### config.mk
export PLATFORM = sky130hd
export DESIGN_NAME = transmission_reciprocal
export DESIGN_NICKNAME = d
export VERILOG_FILES = /design/src/rtl/transmission_reciprocal.sv
export SDC_FILE = /design/constraint.sdc
export NUM_CORES = 1
export LEC_CHECK = 0
export ABC_AREA = 1
export BUFFER_PORTS_ARGS = -buffer_cell sky130_fd_sc_hd__buf_4
export CAP_MARGIN = 20
export CORE_UTILIZATION = 44
export DETAILED_ROUTE_END_ITERATION = 8
export MAX_ROUTING_LAYER = met4
export PLACE_DENSITY = 0.72
export SLEW_MARGIN = 15
export SYNTH_ARGS = -nofsm -noshare
export SYNTH_HDL_FRONTEND = slang
export SYNTH_SLANG_ARGS = --single-unit
### constraint.sdc
create_clock -name clk -period 3.1 [get_ports clk]
set_clock_uncertainty 0.05 [all_clocks]
set_input_delay 0.465 -clock clk [delete_from_list [all_inputs] [get_ports clk]]
set_output_delay 0.465 -clock clk [all_outputs]
set_load 0.01 [all_outputs]
### src/rtl/transmission_reciprocal.sv
`default_nettype none
// ============================================================================
//  Module      : transmission_reciprocal
//  Description : Iterative restoring divider producing round(2^22 / t_eff)
//                in Q2.14, saturated to 0xFFFF, with a sideband word that
//                travels alongside each transmission sample.
//  Revision    : 1.0 - initial release
// ============================================================================
module transmission_reciprocal #(
    parameter int T_MIN  = 64,
    parameter int USER_W = 24
) (
    input  logic              clk,
    input  logic              rst_n,
    input  logic              in_valid,
    output logic              in_ready,
    input  logic [7:0]        trans_in,
    input  logic [USER_W-1:0] user_in,
    output logic              out_valid,
    input  logic              out_ready,
    output logic [15:0]       inv_trans,
    output logic [USER_W-1:0] user_out,
    output logic              sat
);

    localparam logic [7:0]  c_T_MIN    = 8'(T_MIN);
    localparam logic [22:0] c_ONE      = 23'h40_0000;   // 2^22
    localparam logic [4:0]  c_LAST_IT  = 5'd22;         // 23 iterations: 0..22

    typedef enum logic [1:0] {
        ST_IDLE = 2'd0,
        ST_CALC = 2'd1,
        ST_DONE = 2'd2
    } state_t;

    state_t            r_state;
    state_t            w_state_next;

    logic [7:0]        r_div;
    logic [8:0]        r_rem;
    logic [22:0]       r_quot;
    logic [4:0]        r_cnt;
    logic [USER_W-1:0] r_user;
    logic              r_out_valid;
    logic [15:0]       r_inv;
    logic [USER_W-1:0] r_user_out;
    logic              r_sat;

    logic [7:0]        w_t_eff;
    logic [22:0]       w_num;
    logic [8:0]        w_trial;
    logic              w_ge;
    logic [8:0]        w_rem_next;
    logic [22:0]       w_q_next;
    logic              w_last;
    logic              w_q_sat;

    // Clamp keeps the divisor away from zero and bounds the quotient.
    assign w_t_eff = (trans_in < c_T_MIN) ? c_T_MIN : trans_in;
    // Adding half the divisor to the numerator turns the floor into round-half-up.
    assign w_num   = c_ONE + {16'd0, w_t_eff[7:1]};

    // One restoring step: shift the next numerator bit into the remainder.
    // A set r_rem[8] would push the shifted value past 511, which always
    // exceeds the 8-bit divisor, so it forces a subtract.
    assign w_trial    = {r_rem[7:0], r_quot[22]};
    assign w_ge       = r_rem[8] | (w_trial >= {1'b0, r_div});
    assign w_rem_next = w_ge ? (w_trial - {1'b0, r_div}) : w_trial;
    assign w_q_next   = {r_quot[21:0], w_ge};
    assign w_last     = (r_cnt == c_LAST_IT);
    assign w_q_sat    = |w_q_next[22:16];

    assign in_ready  = rst_n && (r_state == ST_IDLE);
    assign out_valid = r_out_valid;
    assign inv_trans = r_inv;
    assign user_out  = r_user_out;
    assign sat       = r_sat;

    // State register.
    always_ff @(posedge clk) begin
        if (!rst_n) begin
            r_state <= ST_IDLE;
        end else begin
            r_state <= w_state_next;
        end
    end

    // Next-state logic: accept in IDLE, iterate in CALC, wait for the consumer in DONE.
    always_comb begin
        w_state_next = r_state;
        case (r_state)
            ST_IDLE: if (in_valid)  w_state_next = ST_CALC;
            ST_CALC: if (w_last)    w_state_next = ST_DONE;
            ST_DONE: if (out_ready) w_state_next = ST_IDLE;
            default:                w_state_next = ST_IDLE;
        endcase
    end

    // Datapath: operand capture, division iterations and result registers.
    always_ff @(posedge clk) begin
        if (!rst_n) begin
            r_div       <= 8'd0;
            r_rem       <= 9'd0;
            r_quot      <= 23'd0;
            r_cnt       <= 5'd0;
            r_user      <= '0;
            r_out_valid <= 1'b0;
            r_inv       <= 16'd0;
            r_user_out  <= '0;
            r_sat       <= 1'b0;
        end else begin
            case (r_state)
                ST_IDLE: begin
                    if (in_valid) begin
                        r_div  <= w_t_eff;
                        r_rem  <= 9'd0;
                        r_quot <= w_num;
                        r_cnt  <= 5'd0;
                        r_user <= user_in;
                    end
                end
                ST_CALC: begin
                    r_rem  <= w_rem_next;
                    r_quot <= w_q_next;
                    r_cnt  <= r_cnt + 5'd1;
                    if (w_last) begin
                        r_out_valid <= 1'b1;
                        r_inv       <= w_q_sat ? 16'hFFFF : w_q_next[15:0];
                        r_sat       <= w_q_sat;
                        r_user_out  <= r_user;
                    end
                end
                ST_DONE: begin
                    if (out_ready) begin
                        r_out_valid <= 1'b0;
                    end
                end
                default: begin
                    r_out_valid <= 1'b0;
                end
            endcase
        end
    end

endmodule
`default_nettype wire
==> metrics.csv, run 1 <==
stage;metric;value;unit
status;status;completed;
clocking;Clock transition at path regs;0.05;ns
clocking;total CTS buffers;17;
logic_synthesis;Post-synth ARST share;0;%
pwr;VDD IR-drop max;0.411;mV
timing;Final Hold Viols;0;
worst_setup_path;Critical Path Sink Type;flop;
global_route;number of global-route vias before repair;3993;
detailed_routing;drc violations;0;
logic_synthesis;top cell type's share of synthesized area;48.0;%
logic_synthesis;EDFF count, synth;0;
cells_and_area;fraction of layout cells with a size suffix above 1;19.4;%
worst_setup_path;CP top delay family;simple AND/OR/NAND/NOR gates;
detailed_routing;Vias;4292;
timing;min Tclk post-route;2.01;ns
worst_setup_path;most used cell, CP;nor2_1;
cells_and_area;fin nets;744;
logic_synthesis;Cell Area, Synth;4710;sq um
global_route;first-pass GRT wire length;18.7;mm
timing;worst slew pin tran;0.645;ns
worst_setup_path;r2r setup slk;1.09;ns
detailed_routing;via density per instance;5.09;
floorplan;area of the die;11100;sq um
cells_and_area;P&R area growth vs syn;25.3;%
floorplan;Die Y;105;um
worst_setup_path;Critical Path AT;2.35;ns
detailed_routing;WL final;11.2;mm
worst_setup_path;CP max-delay cell;nor2_8;
timing;hold_ws;0.175;ns
worst_setup_path;Worst R2R End;inv_trans[1];
job;Max-Cap Viols;0;
worst_setup_path;CP Cell Sequence;inv_1 > ha_1 > nand4_1 > nor2_8 > nand2_2 > nor2_1 > nor2_1;
floorplan;Die X;105;um
global_route;Overflow after GRT;0;
pwr;Leak;0.00275;uW
logic_synthesis;Synth area leaders;dfxtp_1, nor2_1, nand2_1;
floorplan;Rows;37;
placed_design;Placer Congestion;0.866;
logic_synthesis;post-synthesis cell type count;34;
worst_setup_path;crit path max fanout;24;
detailed_routing;Avg WL per Cell;13.3;um
worst_setup_path;R2R Path Start;r_cnt[0];
min_path;Min-Delay Path Class;in -> reg;
global_route;initial antenna violation count;0;
detailed_routing;drt pass-1 iters;5;
clocking;TritonCTS clock tree;built;
cells_and_area;Final Util;56.9;%
logic_synthesis;flops & latches, synth;113;
timing;Slew headroom;57.0;%
worst_setup_path;Critical Path RT;3.44;ns
clocking;# H-tree levels;4;
detailed_routing;Post-DRT Antenna Nets;0;
worst_setup_path;worst setup path class;reg -> reg;
logic_synthesis;syn nets;676;
clocking;Sink Count;113;
worst_setup_path;startpoint types;flop;
floorplan;initial core utilization;45.4;%
placed_design;number of I/O port buffers;78;
clocking;root buf cell;clkbuf_8;
timing;Final setup viols;0;
pwr;pwr/cell area;667;nW/um^2
clocking;Post-CTS Setup Inserts;0;
global_route;largest net degree at the start of global routing;77;
timing;setup slack after layout;1.09;ns
cells_and_area;Antenna diodes;0;
placed_design;DPL Wire Length;7.41;mm
min_path;min-delay src;user_in[11];
logic_synthesis;syn avg cell area;7.49;sq um
global_route;GRT Overall Usage;21.8;%
clocking;CTS max path bufs;2;
logic_synthesis;Main synth FF type;dfxtp_1;
detailed_routing;Iter 0 DRT Violations;241;
logic_synthesis;Synth Instances;629;
timing;Max Clock Freq;0.498;GHz
floorplan;core area;10400;sq um
worst_setup_path;max incr delay on CP;0.36;ns
clocking;# hold bufs at CTS;0;
min_path;hold endpoint;r_user[11];
logic_synthesis;Syn. warnings;0;
clocking;Worst-Skew Late Latency;0.51;ns
worst_setup_path;r2r worst-path depth;7;
clocking;post_cts resized;0;
min_path;Hold Crit Depth;3;
timing;max-slew violations;0;
cells_and_area;most common cell after layout, fill and taps aside;nor2_1;
cells_and_area;most frequent cells in the layout;nor2_1, dfxtp_1, nand2_1;
worst_setup_path;Buf/Inv on CP;1;
timing;setup TNS;0;ns
timing;fin crit share;64.8;%
logic_synthesis;leading area contributor after synthesis;dfxtp_1;
cells_and_area;filler instances;961;
logic_synthesis;sequential area share after synthesis;48.0;%
floorplan;io pins;79;
timing;RSZ-0062 raised after global routing;no;
placed_design;worst slack, placed;1.07;ns
-- cell usage after synthesis (2+ instances only) --
cell,count
clkbuf_1,15
inv_2,4
nand3_1,28
ha_1,10
nand4_1,11
buf_6,2
nor3_1,2
o21ai_1,14
a21oi_1,35
dfxtp_1,113
nand2_1,110
or2_2,2
nand2_2,2
a31oi_1,6
buf_2,11
nor2_1,130
inv_1,46
o21ai_0,57
nor2_2,10
buf_4,4
nor2_8,3
xnor2_1,2
-- metal layers --
metal	vias up	GRT usage (%)	share of wire, %	wire length, um
li1	2152	-	-	-
met1	1984	28.0	47	5260
met2	142	33.0	46	5160
met3	14	5.63	6.0	679
met4	0	8.25	1.4	159
met5	-	-	0	0
-- power by group --
part	switching (uW)	total [uW]	internal (uW)
Combinational	367	550	183
Clock	615	1830	1220
Sequential	40.7	1560	1520
Total	1020	3940	2910
-- stage by stage --
step	cells	power, uW	area [sq um]
detailed placement	814	2130	5330
CTS	843	3960	5900
global route	843	4110	5900
global placement	814	2110	5330
floorplan	629	1980	4710
finish	843	3940	5900
-- final cells by class --
class	instances	area [sq um]	area share [%]
tap	136	170	2.89
clock inverter	4	47.5	0.806
sequential	113	2260	38.4
multi-input combinational	432	2080	35.3
inverter	51	194	3.29
timing repair buffer	82	616	10.4
clock buffer	25	524	8.89
-- logic make-up after synthesis --
family | after synthesis | synth area share, %
and+or+nand+nor | 302 | 27.8
AOI/OAI and AO/OA | 116 | 12.8
DFF | 113 | 48.0
buffers and inverters | 84 | 7.68
adders and majority gates | 11 | 3.08
xor gates and xnor gates | 3 | 0.558
-- sequential cells by signal, summed over array words and instances (netlist names) --
register and count:
r_div 8, r_user 24, out_valid 1, sat 1, user_out 24, r_rem 9, inv_trans 16, r_state 2
r_quot 23, r_cnt 5
-- worst min-delay path: cells and delay by family --
family          cells  cell delay, ns
compound gates      1            0.07
buf+inv             1            0.08
simple gates        1            0.08
-- how the worst max path moves through the flow --
stage,start,endpoint,slack [ns],depth (start not counted)
2_1_floorplan,rst_n,in_ready,1.38,4
3_3_place_gp,r_cnt[0],inv_trans[0],1.10,7
3_5_place_dp,r_cnt[0],inv_trans[0],1.07,7
4_1_cts,r_cnt[0],inv_trans[0],1.07,7
5_1_grt,r_cnt[0],inv_trans[0],0.87,7
6_report,r_cnt[0],inv_trans[1],1.09,7
(Power assumes the default switching activity.)
==> run 2, diff against run 1 <==
==> constraint.sdc (replaced) <==
create_clock -name clk -period 2 [get_ports clk]
set_clock_uncertainty 0.05 [all_clocks]
set_input_delay 0.3 -clock clk [delete_from_list [all_inputs] [get_ports clk]]
set_output_delay 0.3 -clock clk [all_outputs]
set_load 0.01 [all_outputs]
==> run 2 against run 1 <==
Effect of this change: non-clock buffer count grew 19; critical endpoint is now inv_trans[0]; combinational power grew 66%; cell count grew 2.6%; critical path depth is the same; sequential share of layout area shrank 1.4 points; sequential power grew 54%; die area is the same; wire length grew 1.3%; largest cell class unchanged; first-iteration DRC count grew 24%; cell area grew 3.6%; hold slack lost 0.16 ns; total power grew 62%.
==> metrics.csv, run 2 (same netlist as run 1, synthesis figures left out) <==
stage;metric;value;unit;change
cells_and_area;fin nets;763;;+2.6%
detailed_routing;drc violations;0;;unchanged
clocking;TritonCTS clock tree;built;;
timing;max-slew violations;0;;unchanged
cells_and_area;Antenna diodes;0;;unchanged
global_route;number of global-route vias before repair;4111;;+3.0%
cells_and_area;Final Util;59.0;%;+2.1 points
worst_setup_path;R2R Path Start;r_cnt[0];;
worst_setup_path;startpoint types;flop;;
timing;Max Clock Freq;0.542;GHz;+8.8%
floorplan;Rows;37;;unchanged
worst_setup_path;Worst R2R End;inv_trans[0];;
placed_design;DP Area;5390;sq um;+1.1%
detailed_routing;drt pass-1 iters;7;;+2
detailed_routing;Avg WL per Cell;13.2;um;-1.3%
timing;setup TNS;0;ns;unchanged
worst_setup_path;Critical Path Sink Type;flop;;
detailed_routing;via density per instance;5.00;;-1.7%
cells_and_area;area occupied by multi-input gates;2100;sq um;+0.54%
worst_setup_path;crit path max fanout;16;;-33%
cells_and_area;Final Cell Area;6110;sq um;+3.6%
placed_design;DPL Wire Length;7.55;mm;+1.9%
clocking;# H-tree levels;4;;unchanged
cells_and_area;FF+latch area;2260;sq um;unchanged
timing;Slew headroom;69.4;%;+12 points
pwr;pwr/cell area;1040;nW/um^2;+56%
pwr;Leak;0.00284;uW;+3.3%
global_route;Overflow after GRT;0;;unchanged
clocking;total CTS buffers;17;;unchanged
clocking;CTS max path bufs;2;;unchanged
floorplan;io pins;79;;unchanged
cells_and_area;fraction of layout cells with a size suffix above 1;20.6;%;+1.2 points
detailed_routing;Iter 0 DRT Violations;299;;+24%
clocking;Sink Count;113;;unchanged
min_path;Min-Delay Path Class;in -> reg;;
global_route;initial antenna violation count;0;;unchanged
timing;Final setup viols;0;;unchanged
placed_design;number of I/O port buffers;78;;unchanged
min_path;Hold Crit Depth;3;;unchanged
clocking;Clock transition at path regs;0.06;ns;about the same
pwr;VDD IR-drop max;0.573;mV;+39%
clocking;Worst-Skew Late Latency;0.51;ns;about the same
cells_and_area;filler instances;923;;-4.0%
floorplan;Die Y;105;um;unchanged
detailed_routing;Vias;4327;;+0.82%
timing;RSZ-0062 raised after global routing;no;;
job;Max-Cap Viols;0;;unchanged
worst_setup_path;r2r worst-path depth;7;;unchanged
floorplan;initial core utilization;45.4;%;unchanged
cells_and_area;most common cell after layout, fill and taps aside;nor2_1;;
timing;fin crit share;92.3;%;+28 points
worst_setup_path;worst setup path class;reg -> reg;;
worst_setup_path;r2r setup slk;0.15;ns;-0.94 ns
floorplan;area of the die;11100;sq um;unchanged
timing;Final Hold Viols;0;;unchanged
detailed_routing;WL final;11.4;mm;+1.3%
timing;worst slew pin tran;0.459;ns;-0.186 ns
detailed_routing;Post-DRT Antenna Nets;0;;unchanged
cells_and_area;most frequent cells in the layout;nor2_1, dfxtp_1, nand2_1;;
clocking;Post-CTS Setup Inserts;0;;unchanged
worst_setup_path;CP endpoint;inv_trans[0];;
status;status;completed;;
global_route;GRT Overall Usage;22.4;%;+0.56 points
global_route;first-pass GRT wire length;19.2;mm;+2.8%
placed_design;Placer Congestion;0.853;;-1.5%
floorplan;core area;10400;sq um;unchanged
floorplan;Die X;105;um;unchanged
timing;min Tclk post-route;1.85;ns;-0.162 ns
worst_setup_path;Critical Path RT;2.35;ns;-1.09 ns
cells_and_area;P&R area growth vs syn;29.8;%;
worst_setup_path;crit path launch;r_cnt[0];;
worst_setup_path;Critical Path AT;2.20;ns;-0.15 ns
global_route;largest net degree at the start of global routing;60;;-22%
clocking;root buf cell;clkbuf_8;;
[run 2: changes by cell type in the layout (fill, tap and decap cells not counted)]
cell / change
nand2_4: +1
clkinv_2: -1
clkinvlp_4: +3
nor2_1: -1
inv_6: +4
nand2_2: -1
dlygate4sd3_1: +11
a21oi_2: +1
bufinv_16: +2
buf_4: +8
nor2_2: +1
clkinv_4: +2
a21oi_1: -1
clkbuf_8: -7
[run 2: per-stage QoR]
stage | std cells | worst slack (ns) | power [uW] | hold WS (ns)
finish | 865 | 0.154 | 6380 | 0.0178
global route | 865 | 0.0228 | 6660 | 0.00225
CTS | 865 | 0.127 | 6400 | 0.000620
detailed placement | 822 | 0.128 | 3330 | 0.407
global placement | 822 | 0.177 | 3310 | 0.398
floorplan | 629 | 0.314 | 3070 | 0.387
[run 2: power by group]
| group | total, uW | leakage [uW] | internal (uW) | switching [uW] |
|---|---|---|---|---|
| Clock | 3050 | 0.000285 | 1940 | 1110 |
| Combinational | 912 | 0.00164 | 332 | 580 |
| Sequential | 2410 | 0.000919 | 2350 | 63.6 |
[run 2: area by class of cell]
| cell class | instances | area share (%) |
|---|---|---|
| tap | 136 | 2.78 |
| clock buffer | 18 | 7.00 |
| multi-input combinational | 432 | 34.3 |
| clock inverter | 14 | 2.91 |
| inverter | 51 | 3.17 |
| timing repair buffer | 101 | 12.9 |
| sequential | 113 | 37.0 |
[run 2: what timing repair did]
action / in CTS / in global routing
hold endpoints to repair: 11 / 0
gates resized for setup: 0 / 3
hold buffers: 11 / 0
endpoints found under the setup margin: 0 / 3
[run 2: metal layers]
metal | GRT usage (%) | vias to the layer above | part of all wire [%]
met5 | - | - | 0
met4 | 7.34 | 0 | 0.80
met3 | 5.13 | 15 | 5.2
met2 | 36.0 | 123 | 48
met1 | 27.7 | 1994 | 46
li1 | - | 2195 | -
[run 2: worst max-delay path, stage by stage (launching register included)]
cell,delay [ns]
dfxtp_1,0.32
inv_1,0.10
ha_1,0.16
nand4_1,0.24
nor2_8,0.26
nand2_2,0.29
o21ai_0,0.25
inv_1,0.05
[run 2: worst min path at each step]
stage,startpoint,end,slack [ns]
floorplan,r_cnt[4],r_cnt[4],0.39
global route,user_in[4],r_user[4],0.002
CTS,user_in[8],r_user[8],0.0006
detailed placement,r_div[2],r_div[2],0.41
global placement,r_cnt[3],r_cnt[3],0.40
finish,user_in[9],r_user[9],0.02
